$ cat src/rtl/addsub_op_ctrl_if.sv
`default_nettype none
// ============================================================================
// Module      : addsub_op_ctrl_if
// Description : Request and result handshake bundle for addsub_op_ctrl.
//               Request side : in_valid / in_ready / in_a / in_b / in_sub
//                              (+ in_acc when ADDSUB_ACCUM_EN is defined)
//               Result side  : out_valid / out_ready / out_mag / out_neg /
//                              out_carry
//               master = requester and result consumer, slave = controller.
// Revision    : 1.0 - initial release
// ============================================================================
interface addsub_op_ctrl_if;
   logic       in_valid;
   logic       in_ready;
   logic [7:0] in_a;
   logic [7:0] in_b;
   logic       in_sub;
`ifdef ADDSUB_ACCUM_EN
   logic       in_acc;
`endif
   logic       out_valid;
   logic       out_ready;
   logic [7:0] out_mag;
   logic       out_neg;
   logic       out_carry;

`ifdef ADDSUB_ACCUM_EN
   modport master (
      output in_valid, in_a, in_b, in_sub, in_acc, out_ready,
      input  in_ready, out_valid, out_mag, out_neg, out_carry
   );
   modport slave (
      input  in_valid, in_a, in_b, in_sub, in_acc, out_ready,
      output in_ready, out_valid, out_mag, out_neg, out_carry
   );
`else
   modport master (
      output in_valid, in_a, in_b, in_sub, out_ready,
      input  in_ready, out_valid, out_mag, out_neg, out_carry
   );
   modport slave (
      input  in_valid, in_a, in_b, in_sub, out_ready,
      output in_ready, out_valid, out_mag, out_neg, out_carry
   );
`endif
endinterface
`default_nettype wire

$ cat src/rtl/addsub_op_ctrl.sv
`default_nettype none
// ============================================================================
// Module      : addsub_op_ctrl
// Description : Sequencing front-end for an external 8-bit combinational
//               adder-subtractor. Latches a request into registers driving
//               the adder, holds them for SETTLE_CYCLES, captures sum/flag,
//               converts a subtract result to sign + magnitude and hands it
//               downstream over a valid/ready handshake.
// Parameters  : SETTLE_CYCLES - adder settle window in cycles, legal 1..15
// Ports       : clk, rst        - clock, synchronous active-high reset
//               bus (slave)     - request / result handshakes
//               add_a/add_b/add_cin - registered adder operands (b is raw,
//                                 the adder inverts it when cin = 1)
//               add_s/add_cout  - adder sum; cout = carry (add) or
//                                 negative flag (subtract)
//               busy            - high whenever not idle
// Option      : ADDSUB_ACCUM_EN - adds in_acc and a 9-bit accumulator whose
//               low byte can replace in_a as operand A
// Revision    : 1.0 - initial release
// ============================================================================
module addsub_op_ctrl #(
   parameter int unsigned SETTLE_CYCLES = 1
) (
   input  logic             clk,
   input  logic             rst,
   addsub_op_ctrl_if.slave  bus,
   output logic [7:0]       add_a,
   output logic [7:0]       add_b,
   output logic             add_cin,
   input  logic [7:0]       add_s,
   input  logic             add_cout,
   output logic             busy
);

   localparam logic [3:0] c_settle_load = 4'(SETTLE_CYCLES - 1);

   typedef enum logic [1:0] {
      ST_IDLE = 2'd0,
      ST_EXEC = 2'd1,
      ST_CONV = 2'd2,
      ST_DONE = 2'd3
   } state_t;

   state_t     r_state;
   state_t     w_state_nxt;

   logic [3:0] r_cnt;
   logic [7:0] r_add_a;
   logic [7:0] r_add_b;
   logic       r_add_cin;
   logic [7:0] r_s;
   logic       r_c;
   logic [7:0] r_out_mag;
   logic       r_out_neg;
   logic       r_out_carry;

   logic       w_accept;
   logic       w_capture;
   logic       w_convert;
   logic       w_in_ready;
   logic       w_out_valid;
   logic       w_busy;
   logic [7:0] w_a_src;
   logic [7:0] w_mag;
   logic       w_neg;
   logic       w_carry;

`ifdef ADDSUB_ACCUM_EN
   logic [8:0] r_acc;
   assign w_a_src = bus.in_acc ? r_acc[7:0] : bus.in_a;
`else
   assign w_a_src = bus.in_a;
`endif

   // ------------------------------------------------------------------------
   // State register
   // ------------------------------------------------------------------------
   always_ff @(posedge clk) begin
      if (rst) begin
         r_state <= ST_IDLE;
      end else begin
         r_state <= w_state_nxt;
      end
   end

   // ------------------------------------------------------------------------
   // Next state and control strobes
   // ------------------------------------------------------------------------
   always_comb begin
      w_state_nxt = r_state;
      w_accept    = 1'b0;
      w_capture   = 1'b0;
      w_convert   = 1'b0;
      w_in_ready  = 1'b0;
      w_out_valid = 1'b0;
      w_busy      = 1'b1;
      case (r_state)
         ST_IDLE: begin
            w_in_ready = 1'b1;
            w_busy     = 1'b0;
            if (bus.in_valid) begin
               w_accept    = 1'b1;
               w_state_nxt = ST_EXEC;
            end
         end
         ST_EXEC: begin
            if (r_cnt == 4'd0) begin
               w_capture   = 1'b1;
               w_state_nxt = ST_CONV;
            end
         end
         ST_CONV: begin
            w_convert   = 1'b1;
            w_state_nxt = ST_DONE;
         end
         ST_DONE: begin
            w_out_valid = 1'b1;
            if (bus.out_ready) begin
               w_state_nxt = ST_IDLE;
            end
         end
         default: begin
            w_state_nxt = ST_IDLE;
         end
      endcase
   end

   // ------------------------------------------------------------------------
   // Sign/magnitude conversion of the captured result. For subtract the
   // adder's cout marks a negative two's-complement sum, which is negated.
   // ------------------------------------------------------------------------
   always_comb begin
      w_mag   = r_s;
      w_neg   = 1'b0;
      w_carry = 1'b0;
      if (!r_add_cin) begin
         w_carry = r_c;
      end else if (r_c) begin
         w_mag = ~r_s + 8'd1;
         w_neg = 1'b1;
      end
   end

   // ------------------------------------------------------------------------
   // Datapath registers
   // ------------------------------------------------------------------------
   always_ff @(posedge clk) begin
      if (rst) begin
         r_cnt       <= 4'd0;
         r_add_a     <= 8'd0;
         r_add_b     <= 8'd0;
         r_add_cin   <= 1'b0;
         r_s         <= 8'd0;
         r_c         <= 1'b0;
         r_out_mag   <= 8'd0;
         r_out_neg   <= 1'b0;
         r_out_carry <= 1'b0;
      end else begin
         if (w_accept) begin
            r_add_a   <= w_a_src;
            r_add_b   <= bus.in_b;
            r_add_cin <= bus.in_sub;
            r_cnt     <= c_settle_load;
         end
         if (r_state == ST_EXEC && r_cnt != 4'd0) begin
            r_cnt <= r_cnt - 4'd1;
         end
         if (w_capture) begin
            r_s <= add_s;
            r_c <= add_cout;
         end
         if (w_convert) begin
            r_out_mag   <= w_mag;
            r_out_neg   <= w_neg;
            r_out_carry <= w_carry;
         end
      end
   end

`ifdef ADDSUB_ACCUM_EN
   // Raw 9-bit result {flag, sum}; only the low byte feeds operand A.
   always_ff @(posedge clk) begin
      if (rst) begin
         r_acc <= 9'd0;
      end else if (w_convert) begin
         r_acc <= {r_c, r_s};
      end
   end
`endif

   assign add_a         = r_add_a;
   assign add_b         = r_add_b;
   assign add_cin       = r_add_cin;
   assign busy          = w_busy;
   assign bus.in_ready  = w_in_ready;
   assign bus.out_valid = w_out_valid;
   assign bus.out_mag   = r_out_mag;
   assign bus.out_neg   = r_out_neg;
   assign bus.out_carry = r_out_carry;

endmodule
`default_nettype wire

$ cat src/flat_wrapper.sv
// flat-port wrapper written by rule: the top's interface ports become plain ports
module addsub_op_ctrl_flat 
#(
   parameter int unsigned SETTLE_CYCLES = 1
)
  (clk, rst, add_a, add_b, add_cin, add_s, add_cout, busy, bus_in_valid, bus_in_a, bus_in_b, bus_in_sub, bus_out_ready, bus_in_ready, bus_out_valid, bus_out_mag, bus_out_neg, bus_out_carry);
  addsub_op_ctrl_if bus_i ();
  input  logic clk;
  input  logic rst;
  output logic [7:0] add_a;
  output logic [7:0] add_b;
  output logic add_cin;
  input  logic [7:0] add_s;
  input  logic add_cout;
  output logic busy;
  input wire logic [$bits(bus_i.in_valid)-1:0] bus_in_valid;
  input wire logic [$bits(bus_i.in_a)-1:0] bus_in_a;
  input wire logic [$bits(bus_i.in_b)-1:0] bus_in_b;
  input wire logic [$bits(bus_i.in_sub)-1:0] bus_in_sub;
  input wire logic [$bits(bus_i.out_ready)-1:0] bus_out_ready;
  output wire logic [$bits(bus_i.in_ready)-1:0] bus_in_ready;
  output wire logic [$bits(bus_i.out_valid)-1:0] bus_out_valid;
  output wire logic [$bits(bus_i.out_mag)-1:0] bus_out_mag;
  output wire logic [$bits(bus_i.out_neg)-1:0] bus_out_neg;
  output wire logic [$bits(bus_i.out_carry)-1:0] bus_out_carry;
  assign bus_i.in_valid = bus_in_valid;
  assign bus_i.in_a = bus_in_a;
  assign bus_i.in_b = bus_in_b;
  assign bus_i.in_sub = bus_in_sub;
  assign bus_i.out_ready = bus_out_ready;
  assign bus_in_ready = bus_i.in_ready;
  assign bus_out_valid = bus_i.out_valid;
  assign bus_out_mag = bus_i.out_mag;
  assign bus_out_neg = bus_i.out_neg;
  assign bus_out_carry = bus_i.out_carry;
  addsub_op_ctrl #(.SETTLE_CYCLES(SETTLE_CYCLES)) u_core (.clk(clk), .rst(rst), .bus(bus_i), .add_a(add_a), .add_b(add_b), .add_cin(add_cin), .add_s(add_s), .add_cout(add_cout), .busy(busy));
endmodule
$ cat config.mk
export PLATFORM = sky130hd
export DESIGN_NAME = addsub_op_ctrl_flat
export DESIGN_NICKNAME = d
export VERILOG_FILES = /design/src/rtl/addsub_op_ctrl_if.sv /design/src/rtl/addsub_op_ctrl.sv /design/src/flat_wrapper.sv
export SDC_FILE = /design/constraint.sdc
export NUM_CORES = 1
export LEC_CHECK = 0
export BUFFER_PORTS_ARGS = -buffer_cell sky130_fd_sc_hd__buf_4
export CAP_MARGIN = 20
export CORE_ASPECT_RATIO = 1.75
export CORE_MARGIN = 5
export CORE_UTILIZATION = 44
export DETAILED_ROUTE_END_ITERATION = 8
export GPL_ROUTABILITY_DRIVEN = 0
export PLACE_DENSITY = 0.82
export SLEW_MARGIN = 20
export SYNTH_ARGS = -nofsm -noshare
export SYNTH_HDL_FRONTEND = slang
export SYNTH_SLANG_ARGS = --single-unit
$ cat constraint.sdc
create_clock -name clk -period 1.8 [get_ports clk]
set_clock_uncertainty 0.1 [all_clocks]
set_input_delay 0.54 -clock clk [delete_from_list [all_inputs] [get_ports clk]]
set_output_delay 0.54 -clock clk [all_outputs]
set_load 0.01 [all_outputs]
## Yosys cells after proc, flatten, opt, wreduce, memory -nomap -nowiden

Index checks and enable logic that the tools add are counted.

| cells by class | value |
|---|---|
| bitwise operators | 1 |
| muxes and demuxes | 19 |
| reduce and logical (&&, ||, !) cells | 6 |
| $add $sub $neg | 2 |
| equal/unequal tests | 6 |

Operator list:

| kind | number |
|---|---|
| 2-to-1 mux 8 bit | 2 |
| 2-to-1 mux 1 bit | 11 |
| adder 8 x 1 -> 8 bit, second input constant | 1 |
| 2-to-1 mux 4 bit | 2 |
| inverter 8 bit | 1 |
| case mux 2 bit (4 select lines) | 1 |
| 2-to-1 mux 2 bit | 3 |
| equality test 2 bit, second input constant | 2 |
| logical NOT 4 bit | 1 |
| inequality test 2 bit, second input constant | 2 |
| nonzero test 4 bit | 1 |
| subtractor 4 x 1 -> 4 bit, second input constant | 1 |
| AND reduction 3 bit | 1 |
| equality test 2 x 1 -> 1 bit, second input constant | 1 |
| logical NOT 2 bit | 1 |
| inequality test 2 x 1 -> 1 bit, second input constant | 1 |
| nonzero test 2 bit | 1 |
| logical AND 1 bit | 1 |

| word-level totals | value |
|---|---|
| bits of input ports | 30 |
| register bits after elaboration | 42 |
| word-level logic and storage cells | 44 |

## Longest topological paths before layout

| depth | value |
|---|---|
| depth in word-level cells | 4 |
| depth in mapped cells | 8 |
| mapped depth without buffers | 6 |

## Worst setup path before layout

OpenSTA, ideal clock, no wires.

| timing | value |
|---|---|
| kind | register to register |
| start point | register u_core.r_cnt[0] |
| end point | register u_core.r_state[1] |
| library setup time | 0.128 ns |
| cell stages (with the launch flop) | 7 |
| arrival time | 1.559 ns |
| period minus slack after synthesis | 1.787 ns |
| path slack | 0.013 ns |
| path through | dfxtp_1 > inv_1 > ha_1 > or3b_1 > a222oi_1 > mux2i_1 > nor2_1 |

| between the ends | value |
|---|---|
| word-level cells in the longest chain between the ends | 3 |

RTL lines:

| element | line | RTL |
|---|---|---|
| start, declared | addsub_op_ctrl.sv:47 | `logic [3:0] r_cnt;` |
| start signal, assigned | addsub_op_ctrl.sv:163 | `r_cnt <= c_settle_load;` |
| start signal, assigned | addsub_op_ctrl.sv:166 | `r_cnt <= r_cnt - 4'd1;` |
| logical NOT 4 bit | addsub_op_ctrl.sv:107 | `if (r_cnt == 4'd0) begin` |
| inequality test 2 x 1 -> 1 bit (no line) | - |  |
| AND reduction 3 bit (no line) | - |  |
| end signal, assigned | addsub_op_ctrl.sv:82 | `r_state <= w_state_nxt;` |
| end, declared | addsub_op_ctrl.sv:44 | `state_t r_state;` |

Every way passes these cells.
A chain may end at the register's enable or synchronous reset.

## Worst setup path after layout

| timing | value |
|---|---|
| start point | register u_core.r_state[1] |
| end point | output port busy |

| between the ends | value |
|---|---|
| word-level cells in the longest chain between the ends | 2 |

RTL lines:

| element | line | RTL |
|---|---|---|
| logical NOT 2 bit | addsub_op_ctrl.sv:97 | `case (r_state)` |
| 2-to-1 mux 1 bit | addsub_op_ctrl.sv:97 |  |
| end, declared | flat_wrapper.sv:15 | `output logic busy;` |

Every way passes these cells.

==> flow_summary.json <==
{
  "status": "finished, final reports clean",
  "num-fill-cells": 354,
  "syn_inst": 223,
  "p_leak_uw": 0.001051,
  "reg2reg_to": "u_core.r_state[1]$_SDFFE_PP0P_",
  "syn_to_final_growth_pct": 39.79,
  "hold_buffers": 0,
  "hpwl_um": 3016,
  "coreArea_um2": 3904,
  "hold_path.class": "reg2reg",
  "chipWidth_um": 58.04,
  "post-route-period-util_pct": 97.56,
  "placedCellCount": 328,
  "cts_buffer_depth": 2,
  "period_needed_ps": 1756,
  "power_uw": 2996,
  "cts.htree.levels": 2,
  "antenna_cells": 0,
  "fmax_mhz": 569.4,
  "power.internal_uw": 1994,
  "initial_core_util_pct": 45.51,
  "cap_violations": 0,
  "r2r_setup_slack_ps": 50,
  "drt-vias-per-instance": 4.991,
  "yosys-top-cells-area": "dfxtp_1 (47%), nand2_1 (13%), a21oi_1 (9.0%), ha_1 (4.9%), nor2_1 (2.7%)",
  "grt_pass1_wl_um": 6817,
  "boundaryPins": 60,
  "setup_viol": 0,
  "wl_per_cell_um": 11.89,
  "rsz0062_at_grt": "true",
  "drive_gt1_share_pct": 31.62,
  "synth.ff_latch_count": 42,
  "peakVddDrop_mv": 0.9540,
  "fin_setup_tns_ps": 0,
  "synth-seq-area-share_pct": 47.32,
  "synth_enable_flop_cells": 0,
  "cts_num_sinks": 42,
  "syn_nets": 260,
  "track_usage_pct": 15.79,
  "r2r_start": "u_core.r_cnt[1]$_SDFFE_PP0P_",
  "fin_cells": 339,
  "drtIter0Drc": 11,
  "clkPwrFrac_pct": 24.7,
  "drv_slew": 0,
  "num_rows": 30,
  "avgSynthCellArea_um2": 7.967,
  "grt_pass1_vias": 1633,
  "p_comb_share_pct": 35.0,
  "grt_start_max_net_pins": 29,
  "die_h_um": 94.06,
  "worstPathMaxFanout": 4,
  "reg2reg_depth": 7,
  "finalHoldViolCount": 0,
  "p_switching_uw": 1002,
  "dieArea_um2": 5459,
  "overflow": 0,
  "syn_area_um2": 1777,
  "clkLatencyLatePin_ps": 300,
  "sw_frac_of_total_pct": 33.45,
  "antenna_found_initial": 0,
  "cp.required_ps": 1160,
  "startpoint": "u_core.r_state[1]$_SDFFE_PP0P_",
  "critical_path_class": "reg2out",
  "worstPathArrival_ps": 1120,
  "power_density_nw_per_um2": 1206,
  "clk_pin_slew_ps": 80,
  "yosysTopAreaCellShare_pct": 47.32,
  "fin_nets": 327,
  "cts_buffers": 5,
  "end_kind": "output pin",
  "wl_um": 4032,
  "synth-main-ff-cell": "dfxtp_1",
  "seqPwrFrac_pct": 40.3,
  "synth_top_area_cell": "dfxtp_1",
  "async_flop_share_pct": 0,
  "ant_nets": 0,
  "drc": 0,
  "tightestPinTransition_ps": 308.9,
  "yosys_warnings": 0,
  "cp-start-kind": "flop",
  "first_pass_iters": 4,
  "port-buffer-count": 59,
  "maxSlewHeadroom_pct": 79.40,
  "cts_root_buffer": "clkbuf_8",
  "crit_end": "busy",
  "vias": 1692,
  "cts_tree": "built",
  "synth_cell_types": 31
}
worst min path at each step:
stage	endpoint	start	cells after the start	slack, ps
detailed placement	u_core.add_a[5]$_SDFFE_PP0P_	u_core.add_a[5]$_SDFFE_PP0P_	2	350
global placement	u_core.add_a[5]$_SDFFE_PP0P_	u_core.add_a[5]$_SDFFE_PP0P_	2	340
CTS	u_core.add_a[5]$_SDFFE_PP0P_	u_core.add_a[5]$_SDFFE_PP0P_	2	360
floorplan	u_core.r_s[7]$_SDFFE_PP0P_	u_core.r_s[7]$_SDFFE_PP0P_	2	350
global route	u_core.add_a[2]$_SDFFE_PP0P_	u_core.add_a[2]$_SDFFE_PP0P_	2	380
finish	u_core.add_a[6]$_SDFFE_PP0P_	u_core.add_a[6]$_SDFFE_PP0P_	2	360
state kept, by name, summed over array words and instances, names as in the netlist:
name,flops
u_core.r_state,2
u_core.bus.out_neg,1
u_core.add_b,8
u_core.r_s,8
u_core.r_c,1
u_core.bus.out_carry,1
u_core.r_cnt,4
u_core.add_cin,1
u_core.bus.out_mag,8
u_core.add_a,8
stage by stage:
stage	worst slack, ps	hold WS (ps)	area [µm²]	util [%]
floorplan	13.21	349.5	1777	-
global placement	69.75	342.0	2310	59.17
detailed placement	-11.86	347.1	2310	59.17
CTS	5.595	358.7	2461	63.04
global route	-70.71	378.4	2484	63.62
finish	43.89	355.0	2484	63.62
cells in the mapped netlist, types with 3 or more instances:
master    count
nor2_1       13
inv_1         9
a21oi_1      32
nand2_1      60
buf_1         3
clkbuf_1      9
nor4bb_1      3
or3_1         6
ha_1          7
nor3b_1       3
a211oi_1      3
nand3_1       7
dfxtp_1      42
nor3_1        3
critical path: stages (launching register included):
cell	delay [ps]
dfxtp_2	340
inv_1	130
ha_4	170
inv_1	50
buf_4	130
layer usage:
layer / GRT usage (%) / up-vias / share of wire (%)
met5: 0 / - / 0
met4: 6.963 / 0 / 1.8
met3: 5.089 / 7 / 7.7
met2: 28.96 / 43 / 54
met1: 15.62 / 759 / 36
li1: - / 883 / -
cell type report:
class	count	area, µm²	share of cell area (%)
Multi-Input combinational cell	160	889.6	35.82
Sequential cell	42	845.8	34.06
Timing Repair Buffer	72	540.5	21.76
Clock buffer	5	68.82	2.771
Tap cell	48	60.06	2.418
Clock inverter	3	45.04	1.814
Inverter	9	33.78	1.360
layout by cell type, fill, tap and decap left out, types with 2 or more instances in the layout:
master,count
nor2_1,13
mux2i_1,2
clkinvlp_4,2
nor3_1,3
a21oi_1,32
ha_1,5
nor3b_1,3
nand2b_1,2
inv_2,3
nand3_1,7
ha_4,2
o21ai_1,2
buf_4,72
dfxtp_2,4
a311oi_1,2
nand2_1,60
clkbuf_8,5
dfxtp_1,38
a31oi_1,2
inv_1,6
nor4bb_1,3
or3_1,6
nand3b_1,2
a211oi_1,2
what timing repair did:
action,CTS,global route
endpoints found under the setup margin,3,3
endpoints found under the hold margin,0,0
setup buffers,2,1
pin swaps,1,2
gates resized for setup,10,3
cloned,0,0
power by group through the flow:
stage,clock network [µW],logic (µW),registers (µW)
detailed placement,0,1030,1220
finish,740,1050,1210
CTS,761,1040,1200
floorplan,0,564,1250
global placement,0,1010,1210
global route,784,1200,1230
logic make-up after synthesis:
group,after synthesis,synth area share (%)
flops,42,47.32
mux,2,1.127
buf+inv,21,4.436
xor+xnor,2,0.9861
simple gates,104,26.90
compound gates,45,14.30
fa+ha+maj,7,4.929
(Power assumes the default switching activity.)
